<file path="config.mk">
export PLATFORM = sky130hd
export DESIGN_NAME = tpu_tile_sequencer_flat
export DESIGN_NICKNAME = d
export VERILOG_FILES = /design/src/rtl/tpu_seq_pkg.sv /design/src/rtl/tpu_tile_sequencer_if.sv /design/src/rtl/seq_result_tracker.sv /design/src/rtl/tpu_tile_sequencer.sv /design/src/flat_wrapper.sv
export SDC_FILE = /design/constraint.sdc
export NUM_CORES = 1
export LEC_CHECK = 0
export ABC_AREA = 1
export CAP_MARGIN = 20
export CELL_PAD_IN_SITES_DETAIL_PLACEMENT = 1
export CELL_PAD_IN_SITES_GLOBAL_PLACEMENT = 1
export CORE_MARGIN = 8
export CORE_UTILIZATION = 30
export DETAILED_ROUTE_END_ITERATION = 8
export PLACE_DENSITY_LB_ADDON = 0.1
export SYNTH_ARGS = -nofsm -noshare
export SYNTH_HDL_FRONTEND = slang
export SYNTH_SLANG_ARGS = --single-unit
export TNS_END_PERCENT = 20
</file>
<file path="constraint.sdc">
create_clock -name clk -period 2.7 [get_ports clk]
set_input_delay 0.405 -clock clk [delete_from_list [all_inputs] [get_ports clk]]
set_output_delay 0.405 -clock clk [all_outputs]
set_load 0.01 [all_outputs]
</file>
<file path="src/rtl/tpu_seq_pkg.sv">
// Shared types and default latencies for the TPU tile sequencer.
package tpu_seq_pkg;

    // Default weight SRAM read latency, in cycles.
    localparam int unsigned DEF_SRAM_RD_LAT = 1;
    // Default cycles from a row's UB read to its result SRAM write.
    localparam int unsigned DEF_RESULT_LAT  = 66;

    typedef enum logic [2:0] {
        StIdle,
        StWload,
        StStream,
        StDrain,
        StDone
    } seq_state_e;

    // Bits needed to hold values 0..max_val (at least one bit).
    function automatic int unsigned cnt_width(input int unsigned max_val);
        return (max_val < 2) ? 1 : $clog2(max_val + 1);
    endfunction

endpackage

</file>
<file path="src/rtl/tpu_tile_sequencer_if.sv">
// Host configuration and datapath control bundle of the tile sequencer.
// master: host side (drives start/abort/cfg), slave: the sequencer.
interface tpu_tile_sequencer_if #(
    parameter int unsigned ADDRESSSIZE   = 10,
    parameter int unsigned ADDRESSSIZE_W = 2
) ();

    logic                     start;
    logic                     abort;
    logic [ADDRESSSIZE-1:0]   cfg_ub_base;
    logic [ADDRESSSIZE:0]     cfg_rows;
    logic [ADDRESSSIZE-1:0]   cfg_res_base;
    logic [ADDRESSSIZE_W-1:0] cfg_w_sel;

    logic [ADDRESSSIZE_W-1:0] w_addr;
    logic                     we_rl;
    logic                     ub_rd_en;
    logic [ADDRESSSIZE-1:0]   ub_addr;
    logic                     res_we;
    logic [ADDRESSSIZE-1:0]   res_addr;
    logic                     busy;
    logic                     done;
    logic [15:0]              perf_cycles;

    modport master (
        output start, abort, cfg_ub_base, cfg_rows, cfg_res_base, cfg_w_sel,
        input  w_addr, we_rl, ub_rd_en, ub_addr, res_we, res_addr, busy, done, perf_cycles
    );

    modport slave (
        input  start, abort, cfg_ub_base, cfg_rows, cfg_res_base, cfg_w_sel,
        output w_addr, we_rl, ub_rd_en, ub_addr, res_we, res_addr, busy, done, perf_cycles
    );

endinterface

</file>
<file path="src/rtl/seq_result_tracker.sv">
// Result-side tracker: armed in the first STREAM cycle, waits RESULT_LAT cycles,
// then issues one result SRAM write per row and flags the final write.
module seq_result_tracker
    import tpu_seq_pkg::*;
#(
    parameter int unsigned ADDRESSSIZE = 10,
    parameter int unsigned RESULT_LAT  = DEF_RESULT_LAT
) (
    input  logic                   clk,
    input  logic                   rstn,
    input  logic                   arm,
    input  logic                   clear,
    input  logic [ADDRESSSIZE:0]   rows,
    input  logic [ADDRESSSIZE-1:0] res_base,
    output logic                   res_we,
    output logic [ADDRESSSIZE-1:0] res_addr,
    output logic                   last
);

    localparam int unsigned        LatW    = cnt_width(RESULT_LAT);
    localparam logic [LatW-1:0]    LatLoad = LatW'(RESULT_LAT - 1);
    localparam logic [LatW-1:0]    LatOne  = LatW'(1);
    localparam logic [ADDRESSSIZE:0] CntOne = (ADDRESSSIZE + 1)'(1);

    logic                 pending_q;
    logic [LatW-1:0]      lat_q;
    logic [ADDRESSSIZE:0] wr_cnt_q;

    assign res_we   = pending_q && (lat_q == '0);
    assign res_addr = res_we ? (res_base + wr_cnt_q[ADDRESSSIZE-1:0]) : '0;
    assign last     = res_we && (wr_cnt_q == (rows - CntOne));

    // Latency countdown, then write counter; clear beats arm.
    always_ff @(posedge clk or negedge rstn) begin
        if (!rstn) begin
            pending_q <= 1'b0;
            lat_q     <= '0;
            wr_cnt_q  <= '0;
        end else if (clear) begin
            pending_q <= 1'b0;
            lat_q     <= '0;
            wr_cnt_q  <= '0;
        end else if (arm) begin
            pending_q <= 1'b1;
            lat_q     <= LatLoad;
            wr_cnt_q  <= '0;
        end else if (pending_q) begin
            if (lat_q != '0) begin
                lat_q <= lat_q - LatOne;
            end else if (last) begin
                pending_q <= 1'b0;
                wr_cnt_q  <= '0;
            end else begin
                wr_cnt_q <= wr_cnt_q + CntOne;
            end
        end
    end

endmodule

</file>
<file path="src/rtl/tpu_tile_sequencer.sv">
// Control FSM for one matrix-multiply tile: weight select/reload, UB row
// streaming, and result SRAM write sequencing.
// Optional busy-cycle counter enabled by defining TPU_SEQ_PERF_CNT_EN.
module tpu_tile_sequencer
    import tpu_seq_pkg::*;
#(
    parameter int unsigned ADDRESSSIZE   = 10,
    parameter int unsigned ADDRESSSIZE_W = 2,
    parameter int unsigned SRAM_RD_LAT   = DEF_SRAM_RD_LAT,
    parameter int unsigned RESULT_LAT    = DEF_RESULT_LAT
) (
    input logic                 clk,
    input logic                 rstn,
    tpu_tile_sequencer_if.slave bus
);

    localparam int unsigned          WcntW    = cnt_width(SRAM_RD_LAT);
    localparam logic [WcntW-1:0]     WcntLast = WcntW'(SRAM_RD_LAT);
    localparam logic [WcntW-1:0]     WcntOne  = WcntW'(1);
    localparam logic [ADDRESSSIZE:0] RowsMax  = {1'b1, {ADDRESSSIZE{1'b0}}};
    localparam logic [ADDRESSSIZE:0] RowOne   = (ADDRESSSIZE + 1)'(1);

    seq_state_e                 state_q, state_d;
    logic [WcntW-1:0]           wcnt_q;
    logic [ADDRESSSIZE:0]       row_q;
    logic [ADDRESSSIZE:0]       rows_q;
    logic [ADDRESSSIZE-1:0]     ub_base_q;
    logic [ADDRESSSIZE-1:0]     res_base_q;
    logic [ADDRESSSIZE_W-1:0]   w_sel_q;

    logic                 start_acc;
    logic                 abort_act;
    logic [ADDRESSSIZE:0] rows_eff;
    logic                 arm;
    logic                 last_wr;

    assign start_acc = (state_q == StIdle) && bus.start;
    assign abort_act = (state_q != StIdle) && bus.abort;
    assign rows_eff  = (bus.cfg_rows > RowsMax) ? RowsMax : bus.cfg_rows;
    assign arm       = (state_q == StStream) && (row_q == '0);

    // Next-state decode; abort overrides everything outside IDLE.
    always_comb begin
        state_d = state_q;
        case (state_q)
            StIdle:   if (bus.start) state_d = (rows_eff == '0) ? StDone : StWload;
            StWload:  if (wcnt_q == WcntLast) state_d = StStream;
            StStream: if (row_q == (rows_q - RowOne)) state_d = StDrain;
            StDrain:  if (last_wr) state_d = StDone;
            StDone:   state_d = StIdle;
            default:  state_d = StIdle;
        endcase
        if (abort_act) state_d = StIdle;
    end

    // State register, phase counters and configuration latched at start.
    always_ff @(posedge clk or negedge rstn) begin
        if (!rstn) begin
            state_q    <= StIdle;
            wcnt_q     <= '0;
            row_q      <= '0;
            rows_q     <= '0;
            ub_base_q  <= '0;
            res_base_q <= '0;
            w_sel_q    <= '0;
        end else begin
            state_q <= state_d;
            wcnt_q  <= (state_q == StWload && state_d == StWload) ? wcnt_q + WcntOne : '0;
            row_q   <= (state_q == StStream && state_d == StStream) ? row_q + RowOne : '0;
            if (start_acc) begin
                rows_q     <= rows_eff;
                ub_base_q  <= bus.cfg_ub_base;
                res_base_q <= bus.cfg_res_base;
                w_sel_q    <= bus.cfg_w_sel;
            end
        end
    end

    seq_result_tracker #(
        .ADDRESSSIZE (ADDRESSSIZE),
        .RESULT_LAT  (RESULT_LAT)
    ) u_tracker (
        .clk      (clk),
        .rstn     (rstn),
        .arm      (arm),
        .clear    (abort_act),
        .rows     (rows_q),
        .res_base (res_base_q),
        .res_we   (bus.res_we),
        .res_addr (bus.res_addr),
        .last     (last_wr)
    );

    // A zero-row tile never visits WLOAD, so it never selects a weight set.
    assign bus.w_addr   = (state_q != StIdle && rows_q != '0) ? w_sel_q : '0;
    assign bus.we_rl    = (state_q == StWload) && (wcnt_q == WcntLast);
    assign bus.ub_rd_en = (state_q == StStream);
    assign bus.ub_addr  = bus.ub_rd_en ? (ub_base_q + row_q[ADDRESSSIZE-1:0]) : '0;
    assign bus.busy     = (state_q != StIdle);
    assign bus.done     = (state_q == StDone);

`ifdef TPU_SEQ_PERF_CNT_EN
    logic [15:0] perf_q;

    // Busy-cycle counter: cleared on start, saturating, frozen in IDLE.
    always_ff @(posedge clk or negedge rstn) begin
        if (!rstn) begin
            perf_q <= '0;
        end else if (start_acc) begin
            perf_q <= '0;
        end else if (state_q != StIdle && perf_q != 16'hFFFF) begin
            perf_q <= perf_q + 16'd1;
        end
    end

    assign bus.perf_cycles = perf_q;
`else
    assign bus.perf_cycles = '0;
`endif

endmodule

</file>
<file path="src/flat_wrapper.sv">
// flat-port wrapper written by rule: the top's interface ports become plain ports
module tpu_tile_sequencer_flat import tpu_seq_pkg::*;
#(
    parameter int unsigned ADDRESSSIZE   = 10,
    parameter int unsigned ADDRESSSIZE_W = 2,
    parameter int unsigned SRAM_RD_LAT   = DEF_SRAM_RD_LAT,
    parameter int unsigned RESULT_LAT    = DEF_RESULT_LAT
)
  (clk, rstn, bus_start, bus_abort, bus_cfg_ub_base, bus_cfg_rows, bus_cfg_res_base, bus_cfg_w_sel, bus_w_addr, bus_we_rl, bus_ub_rd_en, bus_ub_addr, bus_res_we, bus_res_addr, bus_busy, bus_done, bus_perf_cycles);
  tpu_tile_sequencer_if #(.ADDRESSSIZE(ADDRESSSIZE), .ADDRESSSIZE_W(ADDRESSSIZE_W)) bus_i ();
  input logic clk;
  input logic rstn;
  input wire logic [$bits(bus_i.start)-1:0] bus_start;
  input wire logic [$bits(bus_i.abort)-1:0] bus_abort;
  input wire logic [$bits(bus_i.cfg_ub_base)-1:0] bus_cfg_ub_base;
  input wire logic [$bits(bus_i.cfg_rows)-1:0] bus_cfg_rows;
  input wire logic [$bits(bus_i.cfg_res_base)-1:0] bus_cfg_res_base;
  input wire logic [$bits(bus_i.cfg_w_sel)-1:0] bus_cfg_w_sel;
  output wire logic [$bits(bus_i.w_addr)-1:0] bus_w_addr;
  output wire logic [$bits(bus_i.we_rl)-1:0] bus_we_rl;
  output wire logic [$bits(bus_i.ub_rd_en)-1:0] bus_ub_rd_en;
  output wire logic [$bits(bus_i.ub_addr)-1:0] bus_ub_addr;
  output wire logic [$bits(bus_i.res_we)-1:0] bus_res_we;
  output wire logic [$bits(bus_i.res_addr)-1:0] bus_res_addr;
  output wire logic [$bits(bus_i.busy)-1:0] bus_busy;
  output wire logic [$bits(bus_i.done)-1:0] bus_done;
  output wire logic [$bits(bus_i.perf_cycles)-1:0] bus_perf_cycles;
  assign bus_i.start = bus_start;
  assign bus_i.abort = bus_abort;
  assign bus_i.cfg_ub_base = bus_cfg_ub_base;
  assign bus_i.cfg_rows = bus_cfg_rows;
  assign bus_i.cfg_res_base = bus_cfg_res_base;
  assign bus_i.cfg_w_sel = bus_cfg_w_sel;
  assign bus_w_addr = bus_i.w_addr;
  assign bus_we_rl = bus_i.we_rl;
  assign bus_ub_rd_en = bus_i.ub_rd_en;
  assign bus_ub_addr = bus_i.ub_addr;
  assign bus_res_we = bus_i.res_we;
  assign bus_res_addr = bus_i.res_addr;
  assign bus_busy = bus_i.busy;
  assign bus_done = bus_i.done;
  assign bus_perf_cycles = bus_i.perf_cycles;
  tpu_tile_sequencer #(.ADDRESSSIZE(ADDRESSSIZE), .ADDRESSSIZE_W(ADDRESSSIZE_W), .SRAM_RD_LAT(SRAM_RD_LAT), .RESULT_LAT(RESULT_LAT)) u_core (.clk(clk), .rstn(rstn), .bus(bus_i));
endmodule
</file>
==> reports/qor.yml <==
status: "finished, violations left"
violations: "setup timing"
synthCells: 664
synth_cell_types: 36
total_power_uw: 5956
hold_path_class: "flip-flop to flip-flop"
crit_arrival_ns: 2.35
slew_violations: 0
dpl.hpwl_mm: 11.87
avgSynthCellArea_sq_um: 7.106
firstDrtPassIters: 4
yosys_most_used_dff: "dfrtp_1"
placed_area_sq_um: 5801
drv_cap: 0
vias: 4587
routed_wirelength_mm: 14.85
drt_iter0_drc: 132
rsz0062_at_grt: "yes"
drt-wirelength-per-cell_um: 14.92
clk-insertion-delay-late_ns: 0.35
grt_max_degree: 36
worst_slack_ns: -0.05011
placed_cells: 971
grtUsageTotal_pct: 15.32
postLayoutCoreUtil_pct: 39.91
nets: 836
async_reset_ff_share_pct: 100.0
start_kind: "flip-flop"
endpoint_kind: "output port"
clk_path_buf_depth: 2
clock-root-buffer: "clkbuf_16"
grt_overflow: 0
setup_tns_ns: -0.09538
clkTransAtPathRegs_ns: 0.06
area_growth_syn_to_layout_pct: 32.41
netlist_area_sq_um: 4718
synth_edf_count: 0
cp.required_ns: 2.30
tightest_slew_ns: 0.8857
diodes: 0
dieWidth_um: 141.4
synth-seq-cells: 67
ir_drop_mv: 0.3667
rows: 46
start_util_pct: 30.14
core_sq_um: 15660
hold_violations: 0
power.density_nw_per_um2: 953.4
yosysWarningCount: 0
drc_errors: 0
antenna_found_initial: 0
slew_headroom_pct: 40.56
yosysSeqAreaShare_pct: 35.53
finalCritPeriodShare_pct: 101.9
fmax_ghz: 0.3636
stdcell_area_sq_um: 6247
criticalPathCategory: "flip-flop to output port"
cts.sinks: 67
fillers: 2012
routabilityCongestion: 0.8230
io_pins: 80
cts_made_buffers: 9
finalNonFillerCells: 995
setup-violations-final: 2
skew_ns: 0.009408
final.min_clock_period_ns: 2.750
htree_levels: 3
crit_fanout: 2
postRouteAntennaNets: 0
drive_gt1_share_pct: 15.79
die_h_um: 141.4
vias_per_cell: 4.610
cts_tree: "done"
portBuffers: 63
die-area_sq_um: 20000
cellLeakagePower_uw: 0.003108
grt_pass1_wl_mm: 24.34
grt_pass1_vias: 4816
-- kinds of logic after synthesis --
logic type      Yosys count  share of synthesized area [%]
xor+xnor                 23                          4.270
simple gates            342                          32.35
buf+inv                 120                          11.03
fa+ha+maj                25                          6.948
other cells               1                        0.07948
flops                    67                          35.53
compound gates           86                          9.785
-- registers in the layout (all words and copies together), names as in the netlist --
register,count
u_core.state_q,3
u_core.u_tracker.lat_q,7
u_core.res_base_q,10
u_core.w_sel_q,2
u_core.wcnt_q,1
u_core.row_q,11
u_core.u_tracker.pending_q,1
u_core.rows_q,11
u_core.u_tracker.wr_cnt_q,11
u_core.ub_base_q,10
-- layout by cell type (no fill, tap or decap), types with 2 or more instances in the layout --
cell type and instances:
conb_1 16, nor3_1 12, clkbuf_16 9, a21oi_1 28
dlygate4sd2_1 10, nand2_1 169, nor3_2 2, clkdlybuf4s50_1 45
nand3_1 51, nor2_2 20, a31oi_1 4, buf_2 5
ha_1 17, inv_6 2, ha_2 3, nand4_1 14
inv_1 91, o21ai_0 28, xnor2_1 3, buf_4 42
dfrtp_1 66, nand3b_1 4, nor4_1 3, or2_2 4
o22ai_1 10, nor2_4 2, nor2_1 51, nand2_2 7
inv_2 4, a21oi_2 5, xor2_1 20, fa_2 2
bufinv_16 2, ha_4 3, o21ai_1 7, nand3_2 2
-- timing repair --
action	4_1_cts	5_1_grt
hold buffers	1	0
pin swaps	8	4
endpoints found under the setup margin	19	14
buffers inserted	5	2
resized for setup	49	10
hold endpoints to repair	12	0
cloned	0	0
-- final cells by class --
cell class,instances,area (sq um),share of cell area [%]
multi-input cells,492,2666,42.68
flip-flops and latches,67,1678,26.86
well taps,216,270.3,4.326
inverters,96,360.3,5.768
clock inverters,7,98.84,1.582
repair buffers,108,948.4,15.18
clock buffers,9,225.2,3.605
-- cells in the mapped netlist (all sizes together) (10+ instances only) --
cell   number  area share, %
buf        22            3.2
nor3       14            1.6
inv        95            7.6
nand2     176             14
o21ai      35            3.7
xor2       20            3.7
nand3      53            5.6
o22ai      10            1.3
ha         23            6.1
nor2       73            7.1
dfrtp      67             36
nand4      15            2.1
a21oi      33            3.5
-- path summary, 6_finish.rpt --
check	startpoint	end	slack, ns	depth (start not counted)
setup / recovery	u_core.u_tracker.wr_cnt_q[0]	bus_res_addr[8]	-0.05	15
max in group asynchronous	rstn	u_core.u_tracker.wr_cnt_q[2]	1.57	3
setup reg to reg	u_core.u_tracker.lat_q[0]	u_core.row_q[1]	0.27	16
min in group asynchronous	rstn	u_core.u_tracker.lat_q[4]	0.50	2
hold / removal	u_core.res_base_q[6]	u_core.res_base_q[6]	0.49	2
hold reg to reg	u_core.res_base_q[6]	u_core.res_base_q[6]	0.49	2
-- worst max-delay path: stages (launching register included) --
cell	delay (ns)
dfrtp_1	0.39
ha_2	0.21
fa_2	0.36
nand2_1	0.08
inv_1	0.05
o21ai_1	0.12
nand2_1	0.09
nand2_1	0.06
nand2_1	0.06
a21oi_2	0.15
o21ai_1	0.08
nand2_1	0.08
nand3_1	0.07
nand2_1	0.06
nor2_1	0.03
buf_2	0.13
-- per-stage QoR --
| stage | hold WS (ns) | setup WS [ns] |
|---|---|---|
| final | 0.4933 | -0.05011 |
| after global routing | 0.5305 | -0.2366 |
| after CTS | 0.4976 | -0.03710 |
| after detailed placement | 0.3384 | -0.2459 |
| after global placement | 0.3342 | -0.2048 |
| after floorplan | 0.1094 | 0.2663 |
-- routing by layer --
layer | wire (um) | track usage (%) | part of all wire [%] | vias up
met5 | 0 | 0 | 0 | -
met4 | 177 | 4.862 | 1.2 | 0
met3 | 544 | 3.058 | 3.7 | 10
met2 | 7099 | 25.49 | 48 | 61
met1 | 7027 | 19.58 | 47 | 2190
li1 | - | - | - | 2326
-- power by group --
part	leakage [uW]	internal, uW	switching, uW
clock network	0.000156	816	508
registers	0.000876	1330	282
logic	0.00208	1130	1890
total	0.00311	3280	2680
No activity file was read; power rests on OpenSTA's default activity.
